**src/rtl/falu16_pkg.sv**
```systemverilog
// falu16_pkg: opcodes, alu_sel bit positions and dispatch FSM states shared by the FALU16 dispatch slice
package falu16_pkg;
  localparam logic [2:0] FOP_ADD = 3'd0;
  localparam logic [2:0] FOP_SUB = 3'd1;
  localparam logic [2:0] FOP_MUL = 3'd2;
  localparam logic [2:0] FOP_MAX = 3'd3;
  localparam logic [2:0] FOP_MIN = 3'd4;
  localparam logic [2:0] FOP_ITF = 3'd5;
  localparam logic [2:0] FOP_FTI = 3'd6;
  localparam logic [2:0] FOP_RSV = 3'd7;
  localparam int SEL_ADD = 0;
  localparam int SEL_SUB = 1;
  localparam int SEL_MUL = 2;
  localparam int SEL_MAX = 3;
  localparam int SEL_MIN = 4;
  localparam int SEL_ITF = 5;
  localparam int SEL_FTI = 6;
  localparam logic [15:0] QNAN16 = 16'h7E00;
  typedef enum logic [1:0] {ST_IDLE, ST_ISSUE, ST_RESP} state_t;
  // Opcode n drives select bit n; the reserved opcode falls back to add
  function automatic logic [6:0] op_onehot(input logic [2:0] op);
    return op == FOP_RSV ? 7'(1 << SEL_ADD) : 7'd1 << op;
  endfunction
endpackage

```
**src/rtl/falu16_disp_fifo.sv**
```systemverilog
// falu16_disp_fifo: DEPTH x W synchronous request FIFO with sync clear and async active-low reset
module falu16_disp_fifo #(
  parameter int DEPTH = 4,
  parameter int W = 39
) (
  input  logic         clk,
  input  logic         rst_n,
  input  logic         clr,
  input  logic         push,
  input  logic         pop,
  input  logic [W-1:0] din,
  output logic [W-1:0] dout,
  output logic         full,
  output logic         empty
);
  localparam int AW = $clog2(DEPTH);
  logic [W-1:0] mem [DEPTH];
  logic [AW-1:0] wp, rp;
  logic [AW:0] cnt;
  logic do_push, do_pop;
  assign full = cnt == (AW+1)'(DEPTH);
  assign empty = cnt == '0;
  assign dout = mem[rp];
  assign do_push = push && !full;
  assign do_pop = pop && !empty;
  always_ff @(posedge clk or negedge rst_n) begin
    if (!rst_n) begin
      wp <= '0;
      rp <= '0;
      cnt <= '0;
    end else if (clr) begin
      wp <= '0;
      rp <= '0;
      cnt <= '0;
    end else begin
      if (do_push) wp <= wp + 1'b1;
      if (do_pop) rp <= rp + 1'b1;
      cnt <= cnt + (AW+1)'(do_push) - (AW+1)'(do_pop);
    end
  end
  always_ff @(posedge clk) if (do_push && !clr) mem[wp] <= din;
endmodule

```
**src/rtl/falu16_dispatch.sv**
```systemverilog
// falu16_dispatch: FIFO-buffered operand/opcode issue stage for FALU16 with tagged valid/ready responses.
// Defining FALU16_DISP_ILLEGAL_EN adds rsp_err and answers opcode 7 with qNaN instead of issuing it.
module falu16_dispatch
  import falu16_pkg::*;
#(
  parameter int DEPTH = 4,
  parameter int TAG_W = 4,
  parameter int ALU_LAT = 1
) (
  input  logic             clk,
  input  logic             rst_n,
  input  logic             flush,
  input  logic             req_valid,
  output logic             req_ready,
  input  logic [2:0]       req_op,
  input  logic [15:0]      req_a,
  input  logic [15:0]      req_b,
  input  logic [TAG_W-1:0] req_tag,
  output logic             alu_enable,
  output logic [15:0]      alu_op1,
  output logic [15:0]      alu_op2,
  output logic [6:0]       alu_sel,
  input  logic [15:0]      alu_result,
`ifdef FALU16_DISP_ILLEGAL_EN
  output logic             rsp_err,
`endif
  output logic             rsp_valid,
  input  logic             rsp_ready,
  output logic [15:0]      rsp_data,
  output logic [TAG_W-1:0] rsp_tag
);
  localparam int LAT = ALU_LAT < 1 ? 1 : ALU_LAT;
  localparam int CW = LAT > 1 ? $clog2(LAT) : 1;
  localparam int FW = 35 + TAG_W;
  state_t state, nstate;
  logic [FW-1:0] f_dout;
  logic full, empty, push, pop, start, last, h_ill;
  logic [2:0] h_op, op_r;
  logic [15:0] h_a, h_b;
  logic [TAG_W-1:0] h_tag, tag_r;
  logic [CW-1:0] cnt;
  assign req_ready = rst_n && !full;
  assign push = req_valid && req_ready && !flush;
  assign {h_op, h_a, h_b, h_tag} = f_dout;
  assign start = !empty && (state == ST_IDLE || (state == ST_RESP && rsp_ready));
  assign pop = start && !flush;
  assign last = cnt == CW'(LAT - 1);
  assign alu_enable = state == ST_ISSUE;
  assign alu_sel = alu_enable ? op_onehot(op_r) : 7'd0;
  assign rsp_valid = state == ST_RESP;
`ifdef FALU16_DISP_ILLEGAL_EN
  assign h_ill = h_op == FOP_RSV;
`else
  assign h_ill = 1'b0;
`endif
  falu16_disp_fifo #(.DEPTH(DEPTH), .W(FW)) u_fifo (
    .clk(clk),
    .rst_n(rst_n),
    .clr(flush),
    .push(push),
    .pop(pop),
    .din({req_op, req_a, req_b, req_tag}),
    .dout(f_dout),
    .full(full),
    .empty(empty)
  );
  always_comb begin
    nstate = state;
    case (state)
      ST_IDLE: nstate = start ? (h_ill ? ST_RESP : ST_ISSUE) : ST_IDLE;
      ST_ISSUE: nstate = last ? ST_RESP : ST_ISSUE;
      ST_RESP: nstate = rsp_ready ? (start ? (h_ill ? ST_RESP : ST_ISSUE) : ST_IDLE) : ST_RESP;
      default: nstate = ST_IDLE;
    endcase
    if (flush) nstate = ST_IDLE;
  end
  always_ff @(posedge clk or negedge rst_n) begin
    if (!rst_n) begin
      state <= ST_IDLE;
      op_r <= '0;
      alu_op1 <= '0;
      alu_op2 <= '0;
      tag_r <= '0;
      cnt <= '0;
      rsp_data <= '0;
      rsp_tag <= '0;
    end else begin
      state <= nstate;
      if (pop) begin
        op_r <= h_op;
        alu_op1 <= h_a;
        alu_op2 <= h_b;
        tag_r <= h_tag;
        cnt <= '0;
      end else if (state == ST_ISSUE) cnt <= cnt + 1'b1;
      if (state == ST_ISSUE && last) begin
        rsp_data <= alu_result;
        rsp_tag <= tag_r;
      end
      // Illegal opcodes skip ISSUE, so their response is formed at pop time
      if (pop && h_ill) begin
        rsp_data <= QNAN16;
        rsp_tag <= h_tag;
      end
    end
  end
`ifdef FALU16_DISP_ILLEGAL_EN
  always_ff @(posedge clk or negedge rst_n) begin
    if (!rst_n) rsp_err <= 1'b0;
    else if (pop && h_ill) rsp_err <= 1'b1;
    else if (state == ST_ISSUE && last) rsp_err <= 1'b0;
  end
`endif
endmodule

```
**config.mk**
```make
export PLATFORM = sky130hd
export DESIGN_NAME = falu16_dispatch
export DESIGN_NICKNAME = d
export VERILOG_FILES = /design/src/rtl/falu16_pkg.sv /design/src/rtl/falu16_disp_fifo.sv /design/src/rtl/falu16_dispatch.sv
export SDC_FILE = /design/constraint.sdc
export NUM_CORES = 1
export LEC_CHECK = 0
export CAP_MARGIN = 20
export CORE_MARGIN = 4
export CORE_UTILIZATION = 58
export CTS_CLUSTER_SIZE = 16
export DETAILED_ROUTE_END_ITERATION = 10
export PLACE_DENSITY = 0.84
export SYNTH_ARGS = -nofsm -noshare
export SYNTH_HDL_FRONTEND = slang
export SYNTH_HIERARCHICAL = 1
export SYNTH_SLANG_ARGS = --single-unit
```
**constraint.sdc**
```tcl
create_clock -name clk -period 4.96 [get_ports clk]
set_input_delay 0.992 -clock clk [delete_from_list [all_inputs] [get_ports clk]]
set_output_delay 0.992 -clock clk [all_outputs]
set_load 0.1 [all_outputs]
```
After elaboration in Yosys (flattened, before gate mapping)
Memories as Yosys holds them, arrays and structs flattened. A register that Yosys moved wholly into a read port is not among the register bits.
Index checks and enable logic that the tools add are counted.
{"block": "totals", "reg_bits": 30, "mem_bits_rw": 156, "inputBits": 60, "out_inout_bits": 62, "word_cells": 55, "memories": 1}
{"block": "classes", "n_addsub": 5, "eq_ne": 4, "n_shift": 1, "muxes": 16, "n_bitwise": 1, "reduce_logical": 20}
{"name": "u_fifo.mem", "words": 4, "word_bits": 39, "rd": 1, "rd_ports_with_merged_regs": 1, "wr": 1, "line_no": "falu16_disp_fifo.sv:17", "rtl": "logic [W-1:0] mem [DEPTH];"}
{"operator": "$mux W2", "n": 7}
{"operator": "$mux W7", "n": 2}
{"operator": "$logic_and A1 B1 Y1", "n": 10}
{"operator": "$shl A1 B3 Y7 const A", "n": 1}
{"operator": "$eq A3 B3 Y1 const B", "n": 2}
{"operator": "$pmux W2 S3", "n": 1}
{"operator": "$reduce_bool A2 Y1", "n": 3}
{"operator": "$mux W1", "n": 5}
{"operator": "$add A2 B1 Y2 const B", "n": 2}
{"operator": "$logic_not A1 Y1", "n": 4}
{"operator": "$add A3 B1 Y3", "n": 1}
{"operator": "$logic_not A3 Y1", "n": 1}
{"operator": "$mux W3", "n": 1}
{"operator": "$sub A3 B1 Y3", "n": 1}
{"operator": "$eq A2 B1 Y1 const B", "n": 1}
{"operator": "$eq A2 B2 Y1 const B", "n": 1}
{"operator": "$logic_not A2 Y1", "n": 1}
{"operator": "$add A1 B1 Y1 const B", "n": 1}
{"operator": "$logic_or A1 B1 Y1", "n": 1}
{"operator": "$not A1 Y1", "n": 1}

Longest topological paths before layout
Gate-level depths: netlist (run 1).
{"block": "depth", "word_depth": 9, "depth_mapped": 13, "mapped_depth_nobuf": 13}

Hierarchy
The synthesis (run 1) kept the hierarchy.
{"module": "falu16_disp_fifo", "instances": 1, "cells_per_inst": 252, "area_per_inst_um2": 6185.9, "seq_area_each_um2": 4859.7}
{"module": "falu16_dispatch", "instances": 1, "cells_per_inst": 154, "area_per_inst_um2": 2473.6, "seq_area_each_um2": 1551.5}

Worst setup path after synthesis (run 1)
OpenSTA, ideal clock, no wires.
{"block": "synth_timing", "path_type": "reg2out", "from": "register state[1]", "to": "output alu_sel[4]", "arrival_ps": 3525, "required_time_ps": 3968, "path_slack_ps": 443, "path_stages_with_launch": 5, "path_buffers": 0, "cell_sequence": "dfrtp_1 nand2b_1 inv_1 nand2_1 nor3_1"}
{"block": "synth_between", "elab_chain_len": 2}
{"item": "start: declaration", "line_no": "falu16_dispatch.sv:35", "rtl": "state_t state, nstate;"}
{"item": "start signal: assignment", "line_no": "falu16_dispatch.sv:88", "rtl": "state <= nstate;"}
{"item": "$eq A2 B1 Y1", "line_no": "falu16_dispatch.sv:48", "rtl": "assign alu_enable = state == ST_ISSUE;"}
{"item": "via alu_enable", "line_no": "falu16_dispatch.sv:19", "rtl": "output logic alu_enable,"}
{"item": "$mux W7", "line_no": "falu16_dispatch.sv:49", "rtl": "assign alu_sel = alu_enable ? op_onehot(op_r) : 7'd0;"}
{"item": "end: declaration", "line_no": "falu16_dispatch.sv:22", "rtl": "output logic [6:0] alu_sel,"}
The timed path passes the listed nets, and every way through them passes these cells.

Final worst setup path (run 1)
{"block": "layout_timing", "from": "register state[1]", "to": "output alu_sel[4]"}
{"block": "layout_between", "elab_chain_len": 2}
{"item": "$eq A2 B1 Y1", "line_no": "falu16_dispatch.sv:48"}
{"item": "$mux W7", "line_no": "falu16_dispatch.sv:49"}
No other way between the ends.

==> results of run 1 <==
per-layer routing:
layer	part of all wire	wire length, um
met1	0.40	6530
met2	0.50	8180
met3	0.071	1150
met4	0.022	361
met5	0	0
area by class of cell:
class,instances,area (um2)
Clock buffer,33,632
Fill cell,831,3910
Inverter,10,37.5
Timing Repair Buffer,125,1240
Sequential cell,225,6410
Multi-Input combinational cell,155,2080
Clock inverter,7,55.1
Tap cell,184,230
worst min-delay path by stage:
stage,startpoint,to
after CTS,rsp_data[2],rsp_data[2]
after detailed placement,rsp_data[2],rsp_data[2]
after global placement,tag_r[1],tag_r[1]
final,rsp_data[2],rsp_data[2]
after floorplan,tag_r[0],tag_r[0]
after global routing,rsp_data[2],rsp_data[2]
cells by family (layout without fill, tap and decap cells):
family,count (synthesis),count (layout),synth area share
buf+inv,26,175,0.0207
simple gates,36,36,0.0227
compound gates,9,9,0.00853
xor+xnor,4,4,0.00405
fa+ha+maj,7,7,0.0110
flops,225,225,0.740
mux,99,99,0.193
placed cells by master (no fill, tap or decap), drive strengths merged:
cell type / synthesis / routed
edfxtp: 156 / 156
clkdlybuf4s50: 0 / 119
dfrtp: 69 / 69
mux2: 59 / 59
mux4: 39 / 39
clkbuf: 0 / 33
inv: 10 / 10
nor2: 8 / 8
nor3: 6 / 6
buf: 16 / 6
ha: 6 / 6
nand2b: 5 / 5
a21oi: 4 / 4
clkinvlp: 0 / 4
and2: 4 / 4
nand2: 3 / 3
or3: 3 / 3
nor2b: 3 / 3
clkinv: 0 / 3
nor3b: 2 / 2
xnor2: 2 / 2
xor2: 2 / 2
o21ai: 2 / 2
a2111oi: 1 / 1
a31o: 1 / 1
nand3: 1 / 1
and3: 1 / 1
o31ai: 1 / 1
mux2i: 1 / 1
fa: 1 / 1
per-stage QoR:
stage | instances | area (um2)
global route | 739 | 10700
finish | 739 | 10700
CTS | 739 | 10700
global placement | 699 | 10000
detailed placement | 699 | 10000
floorplan | 406 | 8660
registers in the layout (all words and copies together), names as in the netlist, 3 cells and up:
name / count
u_fifo/mem: 156
alu_op1: 16
alu_op2: 16
rsp_data: 16
rsp_tag: 4
tag_r: 4
op_r: 3
u_fifo/cnt: 3
worst max-delay path: stages, from the launching register on:
cell	delay [ps]
dfrtp_1	430
nand2b_1	230
inv_1	160
nand2_1	110
nor3_1	150
clkdlybuf4s50_1	1160
power breakdown:
| group | internal, mW | switching, mW |
|---|---|---|
| logic | 0.809 | 2.08 |
| clock network | 0.886 | 0.660 |
| registers | 2.30 | 0.169 |
==> results.sh, run 1 <==
export IMPL_status="completed"
export IMPL_synthDistinctLibCells=32
export IMPL_skew_ps=21.9
export IMPL_io_buffers=121
export IMPL_grt_use_met2=0.330
export IMPL_clkSlewWorstSetupHoldPaths_ps=60
export IMPL_grtUsageMet3=0.0422
export IMPL_initial_core_util=0.594
export IMPL_nets=606
export IMPL_max_clock_path_buffers=3
export IMPL_wl_per_cell_um=22.0
export IMPL_die_h_um=130
export IMPL_grt_antenna_before_repair=0
export IMPL_setup_viol=0
export IMPL_report_final_slew_viol_count=0
export IMPL_reg2reg_depth=6
export IMPL_critPathCaptureType="output port"
export IMPL_min_period_ps=3720
export IMPL_grt_ovfl_total=0
export IMPL_grt_pass1_vias=4507
export IMPL_ys_top_cells_by_count="edfxtp_1, dfrtp_1, mux2_2, mux4_1, mux4_2"
export IMPL_grtUsageMet1=0.262
export IMPL_r2r_start="u_fifo/cnt[2]"
export IMPL_chipWidth_um=130
export IMPL_cp_start_kind="register"
export IMPL_endpoint="alu_sel[4]"
export IMPL_yosysMostFrequentCell="edfxtp_1"
export IMPL_grt_pass1_wl_um=25200
export IMPL_grt_usage=0.195
export IMPL_post_route_util=0.732
export IMPL_cts_resized_gates=0
export IMPL_cts_htree_levels=1
export IMPL_cts_root_buf="clkbuf_16"
export IMPL_grt_busiest_layer="met2"
export IMPL_worst_slack_ps=1240
export IMPL_fmaxAchievable_mhz=269
export IMPL_clock_sinks=225
export IMPL_numCtsBuffers=22
export IMPL_drive_gt1_frac=0.227
export IMPL_r2r_setup_slack_ps=2210
export IMPL_die_area_mm2=0.0169
export IMPL_firstDrtPassIters=4
export IMPL_fin_hold_ws_ps=502
export IMPL_synthCells=406
export IMPL_drv_cap=0
export IMPL_critPathMaxFanout=5
export IMPL_max_slew_margin=0.271
export IMPL_drt_iter0_markers=235
export IMPL_syn_area_per_cell_um2=21.3
export IMPL_num_vias=4225
export IMPL_postRouteAntennaNets=0
export IMPL_critPathKind="reg2out"
export IMPL_hold_depth=1
export IMPL_syn_area_mm2=0.00866
export IMPL_core_rowCount=44
export IMPL_hpwl_um=9830
export IMPL_rsz0062_at_grt="false"
export IMPL_synth_area_leaders="edfxtp_1, dfrtp_1, mux4_1"
export IMPL_hold_class="reg2reg"
export IMPL_area_growth_pct=23.4
export IMPL_clk_insertion_delay_late_ps=500
export IMPL_critPathLaunch="state[1]"
export IMPL_postCtsSetupBuffers=0
export IMPL_worst_pin_slew_ps=1090
export IMPL_pre_cts_slack_ps=1210
export IMPL_leakagePower_nw=3.78
export IMPL_ys_warn_count=6
export IMPL_antenna_cells=0
export IMPL_cp_required_ps=3970
export IMPL_fin_setup_tns_ps=0
export IMPL_min_period_over_period=0.750
export IMPL_synthFlopType="edfxtp_1"
export IMPL_power_total_mw=6.90
export IMPL_synth_top_cell_by_area="edfxtp_1"
export IMPL_cts_hold_buf=0
export IMPL_via_per_inst=5.72
export IMPL_drt_total_wl_um=16200
export IMPL_crit_arrival_ps=2730
export IMPL_r2r_end="u_fifo/mem[3][1]"
export IMPL_gp_congestion=0.806
export IMPL_drc=0
export IMPL_ir_drop_uv=516
export IMPL_synth_edf_count=156
export IMPL_seq_area_frac_synth=0.740
export IMPL_fp_coreArea_mm2=0.0146
export IMPL_pin_count=122
export IMPL_report_final_hold_viol_count=0
export IMPL_pwr_density_cell_mw_per_mm2=646
export IMPL_syn_nets=473
export IMPL_yosysTopAreaCellShare=0.541
export IMPL_ys_async_sr_fraction=0.307
export IMPL_grt_max_degree=70
export IMPL_ys_ff_latch=225
export IMPL_cts_tree="built"
Note: power is estimated with default switching activity, not from simulation.
==> run 2: changes to the inputs <==
Settings changed: CORE_UTILIZATION 58 to 54, PLACE_DENSITY 0.84 to 0.79.
Clock period 4.96 ns to 3.6 ns, I/O delays scaled along.
==> run 2 against run 1 <==
Largest power group unchanged. Combinational power is 38% higher. First-iteration DRC count is 6.8% higher. Clock skew is 12 ps lower. Flip-flop and latch count stayed put. Sequential power is 39% higher. Power is 41% higher. Die area is 6.9% higher. Critical endpoint is now alu_op2[14]. Sequential share of layout area is 1.0 points lower.
==> results.sh, run 2 (synthesis gave the netlist of run 1 again) <==
export IMPL_place_area_mm2=0.0101
export IMPL_critPathTopFamily="buffers and inverters"
export IMPL_clock_sinks=225
export IMPL_final_common_cell="edfxtp_1"
export IMPL_grt_antenna_before_repair=0
export IMPL_clk_insertion_delay_late_ps=500
export IMPL_nets=611
export IMPL_core_rowCount=46
export IMPL_post_route_util=0.689
export IMPL_layout_common_cells="edfxtp_1, clkdlybuf4s50_1, dfrtp_1"
export IMPL_min_period_ps=2760
export IMPL_postCtsSetupBuffers=0
export IMPL_largest_register="u_fifo/mem"
export IMPL_grt_pass1_wl_um=25200
export IMPL_drive_gt1_frac=0.250
export IMPL_reg2reg_depth=13
export IMPL_cts_htree_levels=1
export IMPL_r2r_setup_slack_ps=1020
export IMPL_critPathKind="reg2out"
export IMPL_hpwl_um=9080
export IMPL_fin_hold_ws_ps=471
export IMPL_fmaxAchievable_mhz=362
export IMPL_crit_path_cell_trace="clkdlybuf4s50_1"
export IMPL_largest_reg_flops=156
export IMPL_wl_per_cell_um=20.2
export IMPL_worst_pin_slew_ps=1030
export IMPL_fillers=1009
export IMPL_via_per_inst=5.47
export IMPL_initial_core_util=0.549
export IMPL_leakagePower_nw=3.88
export IMPL_antenna_cells=0
export IMPL_crit_arrival_ps=2040
export IMPL_cp_start_kind="register"
export IMPL_pwr_density_cell_mw_per_mm2=892
export IMPL_fin_area_mm2=0.0109
export IMPL_r2r_end="u_fifo/cnt[2]"
export IMPL_chipWidth_um=135
export IMPL_worst_slack_ps=835
export IMPL_io_buffers=121
export IMPL_min_period_over_period=0.768
export IMPL_status="completed"
export IMPL_cts_resized_gates=0
export IMPL_drt_total_wl_um=15700
export IMPL_fp_coreArea_mm2=0.0158
export IMPL_grt_max_degree=70
export IMPL_max_clock_path_buffers=3
export IMPL_hold_class="in2async"
export IMPL_num_vias=4251
export IMPL_numCtsBuffers=23
export IMPL_grt_ovfl_total=0
export IMPL_report_final_hold_viol_count=0
export IMPL_critPathMaxFanout=2
export IMPL_max_slew_margin=0.315
export IMPL_cts_hold_buf=0
export IMPL_critPathCaptureType="output port"
export IMPL_fin_setup_tns_ps=0
export IMPL_grt_pass1_vias=4702
export IMPL_report_final_slew_viol_count=0
export IMPL_max_stage_delay_ps=1150
export IMPL_firstDrtPassIters=4
export IMPL_cts_root_buf="clkbuf_16"
export IMPL_cts_tree="built"
export IMPL_drv_cap=0
export IMPL_die_area_mm2=0.0181
export IMPL_crit_buf_inv=1
export IMPL_die_h_um=135
export IMPL_area_growth_pct=25.5
export IMPL_setup_viol=0
export IMPL_cp_slowest_cell="clkdlybuf4s50_1"
export IMPL_drt_iter0_markers=251
export IMPL_skew_ps=10.1
export IMPL_drc=0
export IMPL_clkSlewWorstSetupHoldPaths_ps=60
export IMPL_cp_required_ps=2880
export IMPL_rsz0062_at_grt="false"
export IMPL_r2r_start="u_fifo/cnt[1]"
export IMPL_gp_congestion=0.755
export IMPL_grt_usage=0.177
export IMPL_postRouteAntennaNets=0
export IMPL_pin_count=122
export IMPL_pre_cts_slack_ps=360
export IMPL_ir_drop_uv=683
[run 2: worst max-delay path by stage]
stage	depth (start not counted)	end	startpoint	slack, ps
floorplan	4	alu_sel[5]	state[1]	90
global placement	13	u_fifo/cnt[2]	flush	490
detailed placement	13	u_fifo/cnt[2]	flush	360
CTS	1	alu_op2[14]	alu_op2[14]	820
global route	13	u_fifo/cnt[2]	flush	680
finish	1	alu_op2[14]	alu_op2[14]	840
[run 2: where the power goes]
part	leakage, nW	switching [mW]	internal (mW)
registers	2.25	0.272	3.17
clock network	0.360	0.893	1.39
logic	1.27	2.86	1.12
[run 2: stage by stage]
stage | total power, mW | cells
floorplan | 6.53 | 406
global placement | 7.42 | 735
detailed placement | 7.49 | 735
CTS | 9.79 | 777
global route | 10.0 | 777
finish | 9.70 | 777
[run 2: layer usage]
metal / vias up / wire [um] / part of all wire / track usage
met5: - / 0 / 0 / 0
met4: 0 / 244 / 0.016 / 0.0447
met3: 25 / 913 / 0.058 / 0.0406
met2: 138 / 7670 / 0.49 / 0.291
met1: 2197 / 6850 / 0.44 / 0.246
li1: 1891 / - / - / -
[run 2: final cells by class]
| type | count | area, um2 | share of cell area |
|---|---|---|---|
| sequential | 225 | 6410 | 0.590 |
| multi-input combinational | 155 | 2090 | 0.192 |
| timing repair buffer | 129 | 1320 | 0.121 |
| clock buffer | 39 | 697 | 0.0641 |
| tap | 216 | 270 | 0.0249 |
| clock inverter | 3 | 43.8 | 0.00403 |
| inverter | 10 | 37.5 | 0.00345 |
